File: src/rtl/hwpe_stream_arbiter_burst_pkg.sv
// ============================================================================
// Module   : hwpe_stream_package
// Brief    : Shared types for the HWPE stream burst arbiter.
// Revision : 1.0 - initial release
// ============================================================================
`default_nettype none

package hwpe_stream_package;

    typedef enum logic [0:0] {
        ARB_IDLE  = 1'b0,
        ARB_GRANT = 1'b1
    } arb_state_t;

endpackage

`default_nettype wire

File: src/rtl/hwpe_stream_arbiter_burst_rr_pick.sv
// ============================================================================
// Module   : hwpe_stream_rr_pick
// Brief    : Combinational round-robin picker; search starts after last_i.
// Revision : 1.0 - initial release
// ============================================================================
`default_nettype none

module hwpe_stream_rr_pick #(
    parameter int NB_IN = 4,
    parameter int IW    = (NB_IN > 1) ? $clog2(NB_IN) : 1
) (
    input  logic [NB_IN-1:0] req_i,
    input  logic [IW-1:0]    last_i,
    output logic [IW-1:0]    winner_o,
    output logic             any_req_o
);

    logic [IW-1:0] cand;
    logic          found;

    // Offsets 1..NB_IN wrap around, so last_i itself is considered last.
    always_comb begin
        winner_o = '0;
        found    = 1'b0;
        cand     = '0;
        for (int i = 1; i <= NB_IN; i++) begin
            cand = IW'((int'(last_i) + i) % NB_IN);
            if (!found && req_i[cand]) begin
                found    = 1'b1;
                winner_o = cand;
            end
        end
        any_req_o = found;
    end

endmodule

`default_nettype wire

File: src/rtl/hwpe_stream_arbiter_burst.sv
// ============================================================================
// Module   : hwpe_stream_arbiter_burst
// Brief    : Round-robin burst arbiter merging NB_IN streams onto one output.
// Revision : 1.0 - initial release
// ============================================================================
`default_nettype none

module hwpe_stream_arbiter_burst
    import hwpe_stream_package::*;
#(
    parameter int NB_IN      = 4,
    parameter int DATA_WIDTH = 32,
    parameter int MAX_BURST  = 16,
    parameter int BW         = $clog2(MAX_BURST + 1)
) (
    input  logic                         clk_i,
    input  logic                         rst_i,
    input  logic                         enable_i,
    input  logic [BW-1:0]                burst_len_i,
    input  logic [NB_IN-1:0]             push_valid_i,
    input  logic [NB_IN*DATA_WIDTH-1:0]  push_data_i,
    input  logic [NB_IN*DATA_WIDTH/8-1:0] push_strb_i,
    output logic [NB_IN-1:0]             push_ready_o,
    output logic                         pop_valid_o,
    output logic [DATA_WIDTH-1:0]        pop_data_o,
    output logic [DATA_WIDTH/8-1:0]      pop_strb_o,
    input  logic                         pop_ready_i,
    output logic [NB_IN-1:0]             grant_o,
    output logic                         busy_o
);

    localparam int IW = (NB_IN > 1) ? $clog2(NB_IN) : 1;
    localparam int SW = DATA_WIDTH / 8;

    arb_state_t    state_q, state_d;
    logic [IW-1:0] gnt_idx_q, gnt_idx_d;
    logic [IW-1:0] last_q, last_d;
    logic [BW-1:0] cnt_q, cnt_d;
    logic [BW-1:0] len_q, len_d;

    logic [IW-1:0] winner;
    logic          any_req;
    logic [BW-1:0] len_sane;
    logic          handshake;

    hwpe_stream_rr_pick #(
        .NB_IN (NB_IN),
        .IW    (IW)
    ) u_rr_pick (
        .req_i     (push_valid_i),
        .last_i    (last_q),
        .winner_o  (winner),
        .any_req_o (any_req)
    );

    always_comb begin
        if (burst_len_i == '0) begin
            len_sane = BW'(1);
        end else if (burst_len_i > BW'(MAX_BURST)) begin
            len_sane = BW'(MAX_BURST);
        end else begin
            len_sane = burst_len_i;
        end
    end

    // Output mux and ready demux; everything is gated by the GRANT state.
    always_comb begin
        busy_o       = (state_q == ARB_GRANT);
        pop_valid_o  = 1'b0;
        pop_data_o   = '0;
        pop_strb_o   = '0;
        push_ready_o = '0;
        grant_o      = '0;
        for (int k = 0; k < NB_IN; k++) begin
            if (busy_o && (gnt_idx_q == IW'(k))) begin
                grant_o[k]      = 1'b1;
                pop_valid_o     = push_valid_i[k];
                pop_data_o      = push_data_i[k*DATA_WIDTH +: DATA_WIDTH];
                pop_strb_o      = push_strb_i[k*SW +: SW];
                push_ready_o[k] = pop_ready_i;
            end
        end
    end

    assign handshake = pop_valid_o & pop_ready_i;

    always_comb begin
        state_d   = state_q;
        gnt_idx_d = gnt_idx_q;
        last_d    = last_q;
        cnt_d     = cnt_q;
        len_d     = len_q;
        case (state_q)
            ARB_IDLE: begin
                if (enable_i && any_req) begin
                    state_d   = ARB_GRANT;
                    gnt_idx_d = winner;
                    last_d    = winner;
                    len_d     = len_sane;
                    cnt_d     = '0;
                end
            end
            ARB_GRANT: begin
                if (handshake) begin
                    if (cnt_q == len_q - BW'(1)) begin
                        cnt_d   = '0;
                        state_d = ARB_IDLE;
                    end else begin
                        cnt_d = cnt_q + BW'(1);
                    end
                end
            end
            default: state_d = ARB_IDLE;
        endcase
    end

    always_ff @(posedge clk_i) begin
        if (rst_i) begin
            state_q   <= ARB_IDLE;
            gnt_idx_q <= '0;
            last_q    <= IW'(NB_IN - 1);
            cnt_q     <= '0;
            len_q     <= BW'(1);
        end else begin
            state_q   <= state_d;
            gnt_idx_q <= gnt_idx_d;
            last_q    <= last_d;
            cnt_q     <= cnt_d;
            len_q     <= len_d;
        end
    end

endmodule

`default_nettype wire

File: config.mk
export PLATFORM = sky130hd
export DESIGN_NAME = hwpe_stream_arbiter_burst
export DESIGN_NICKNAME = d
export VERILOG_FILES = /design/src/rtl/hwpe_stream_arbiter_burst_pkg.sv /design/src/rtl/hwpe_stream_arbiter_burst_rr_pick.sv /design/src/rtl/hwpe_stream_arbiter_burst.sv
export SDC_FILE = /design/constraint.sdc
export NUM_CORES = 1
export LEC_CHECK = 0
export ABC_AREA = 1
export ABC_CLOCK_PERIOD_IN_PS = 1800
export CAP_MARGIN = 20
export CORE_MARGIN = 4
export CORE_UTILIZATION = 30
export CTS_CLUSTER_DIAMETER = 200
export DETAILED_ROUTE_END_ITERATION = 7
export PLACE_DENSITY_LB_ADDON = 0.05
export SETUP_SLACK_MARGIN = 0.05
export SYNTH_ARGS = -nofsm -noshare
export SYNTH_HDL_FRONTEND = slang
export SYNTH_SLANG_ARGS = --single-unit
File: constraint.sdc
create_clock -name clk_i -period 1.8 [get_ports clk_i]
set_input_delay 0.27 -clock clk_i [delete_from_list [all_inputs] [get_ports clk_i]]
set_output_delay 0.27 -clock clk_i [all_outputs]
set_load 0.01 [all_outputs]
==> out/results.ini <==
[outcome]
outcome=finished, violations left
violations=setup timing

[sta]
fin_crit_sh=1.00
rsz0062_at_grt=yes
clock_skew_ns=0.00771
fmax_mhz=553
finalWorstSetupSlack_ns=-0.00777
hold_viol=0
worstMarginPinSlew_ns=0.305
hold_ws_ns=0.461
drv_slew=0
slew_headroom=0.796
final-setup-viol-count=3
timing.final.crit_period_ns=1.81

[yosys]
synth.area.mux_share=0
synth-seq-cells=15
synth_top_family_by_area=simple AND/OR/NAND/NOR gates
synth_area_sq_um=2090
yosysUniqueCellTypes=30
yosys.area_share.simple=0.583
synth_fa_ha_area_frac=0.0120
syn_area_per_cell_sq_um=5.66
synth-seq-area-share=0.144
synth_compound_area_frac=0.127
synth_xor_area_frac=0.0293
synthCells=369
synth_nets=528
ys_warn_count=0

[layout]
fill_cells=568
final-seq-area_sq_um=314
layout-drive-gt1-share=0.287
multi_input_area_sq_um=1770
post-route-util=0.717
stdcell_area_sq_um=4870
nNetsFinal=763
area_delta_synth_final_pct=133
diodes=0

[routing]
ant_nets=0
vias_per_cell=4.97
routed_wirelength_um=12000
dr.pass1.iters=7
drtIter0Drc=128
wire_per_inst_um=17.2
drc=0
vias=3474

[placed_design]
place_area_sq_um=4410
port_buffers=202
place.gp.congestion=0.901
dp_hpwl_um=8740

[global_routing]
grt_max_degree=20
grt_pass1_vias=3328
grt_pass1_wl_um=17400
antenna_found_initial=0
grt_overflow=0
grt_use_total=0.260

[setup_path]
critPathLaunchType=flip-flop
cp_max_fo=5
crit_type=flip-flop to output port
cp.required_ns=1.53
cp-end-kind=output port
crit_arrival_ns=1.54

[power_and_ir_drop]
vdd_drop_max_mv=0.407
power.total_mw=2.49
p_leak_nw=2.15
p_per_area_nw_per_um2=511

[job]
drv_cap=0

[floorplan]
io-pin-count=203
die_area_sq_um=8360
coreArea_sq_um=6790
die_x_um=91.5
die_h_um=91.5
initial_core_util=0.308
core.rowCount=30

[clock_network]
clock-sinks=15
cts_max_path_buffers=2
cts_tree=built
cts.clk_slew.worst_paths_ns=0.06
cts-buffers-inserted=3
h-tree-depth=1
root_buffer=clkbuf_8
clock_latency_ns=0.26

[hold_path]
hp-class=flip-flop to flip-flop

-- through the flow --
stage          TNS, ns  instances  setup WS (ns)
5_1_grt          -1.51        699        -0.0772
3_3_place_gp     -2.67        676         -0.162
3_5_place_dp     -3.49        676         -0.164
4_1_cts        -0.0847        692        -0.0440
2_1_floorplan        0        369          0.134
6_report       -0.0193        699       -0.00777
-- Yosys cell counts (all sizes together) --
master  instances  share of area
a21boi          1         0.0036
inv            28          0.055
nor2           16          0.037
nor3b           1         0.0036
xor2            6          0.025
a21oi          14          0.046
nand3          37           0.10
dfxtp          15           0.14
ha              2          0.012
buf            13          0.041
nand2         180           0.36
o21ai           6          0.016
nor3            3         0.0072
a22oi          17          0.061
xnor2           1         0.0042
nand4          24          0.072
clkbuf          5         0.0090
-- power breakdown --
group          leakage, nW  switching, mW  internal [mW]  total (mW)
registers            0.124         0.0499          0.369       0.419
clock network       0.0255          0.131          0.154       0.285
logic                 2.00          0.851          0.934        1.78
total                 2.15           1.03           1.46        2.49
-- cells in the final DEF, fill, tap and decap left out, types with 2 or more instances in the layout --
cell type        instances
inv_1                   19
clkdlybuf4s50_1        157
a22oi_1                  3
nand3_2                  4
a21oi_2                 11
dfxtp_2                  2
clkbuf_8                 3
nor2_1                  11
buf_6                    6
a22oi_2                 14
nand4_1                 24
dfxtp_4                  3
nand2_2                 23
inv_8                    2
nor2_4                   3
clkbuf_16                4
nand3_1                 29
nand3_4                  4
ha_1                     2
o21ai_1                  2
inv_2                    5
a21oi_1                  3
dlygate4sd2_1            6
buf_12                   8
o21ai_0                  3
nor3_1                   3
nand2_4                  7
inv_4                    2
buf_2                   36
xor2_1                   6
buf_4                   23
buf_16                   5
nand2_1                149
dfxtp_1                 10
-- layer usage --
layer	routed length, um	global-route usage	up-vias
li1	-	-	1691
met1	4560	0.291	1616
met2	6470	0.500	143
met5	0	0	-
met4	284	0.0691	0
met3	728	0.0423	24
-- final timing paths --
check / start / to / slack (ns) / cells past startpoint
max: gnt_idx_q[0]$_SDFFE_PP0P_ / pop_data_o[26] / -0.008 / 7
min: len_q[1]$_SDFFE_PP0P_ / len_q[1]$_SDFFE_PP0P_ / 0.46 / 2
max reg2reg: gnt_idx_q[0]$_SDFFE_PP0P_ / cnt_q[0]$_SDFFE_PP0P_ / 0.03 / 14
min reg2reg: len_q[1]$_SDFFE_PP0P_ / len_q[1]$_SDFFE_PP0P_ / 0.46 / 2
-- area by class of cell --
| cell class | count | share of cell area |
|---|---|---|
| clock inverter | 1 | 0.00103 |
| clock buffer | 3 | 0.00848 |
| multi-input combinational | 308 | 0.364 |
| tap | 96 | 0.0247 |
| timing repair buffer | 248 | 0.511 |
| inverter | 28 | 0.0257 |
| sequential | 15 | 0.0645 |
-- kinds of logic after synthesis --
logic type | Yosys count
XOR/XNOR | 7
buffers and inverters | 46
flip-flops | 15
adder cells (fa/ha/maj) | 2
AO/OA/AOI/OAI | 38
AND/OR/NAND/NOR | 261
-- timing repair --
action / 4_1_cts / 5_1_grt
setup buffers: 6 / 3
gates cloned: 6 / 4
hold buffers: 0 / 0
pin swaps: 5 / 20
gates resized for setup: 175 / 54
endpoints found under the setup margin: 48 / 44
-- flip-flops by register name, summed over array words and instances, names as in the netlist --
register and cells:
cnt_q 5, last_q 2, busy_o 1, len_q 5, gnt_idx_q 2
-- critical path, cell delays in order, from the launching register on --
cell and delay, ns:
dfxtp_4 0.37, buf_6 0.12, nor2_4 0.18, buf_6 0.18, clkbuf_16 0.16, a22oi_2 0.07, nand3_1 0.07, buf_2 0.13
No activity file was read; power rests on OpenSTA's default activity.
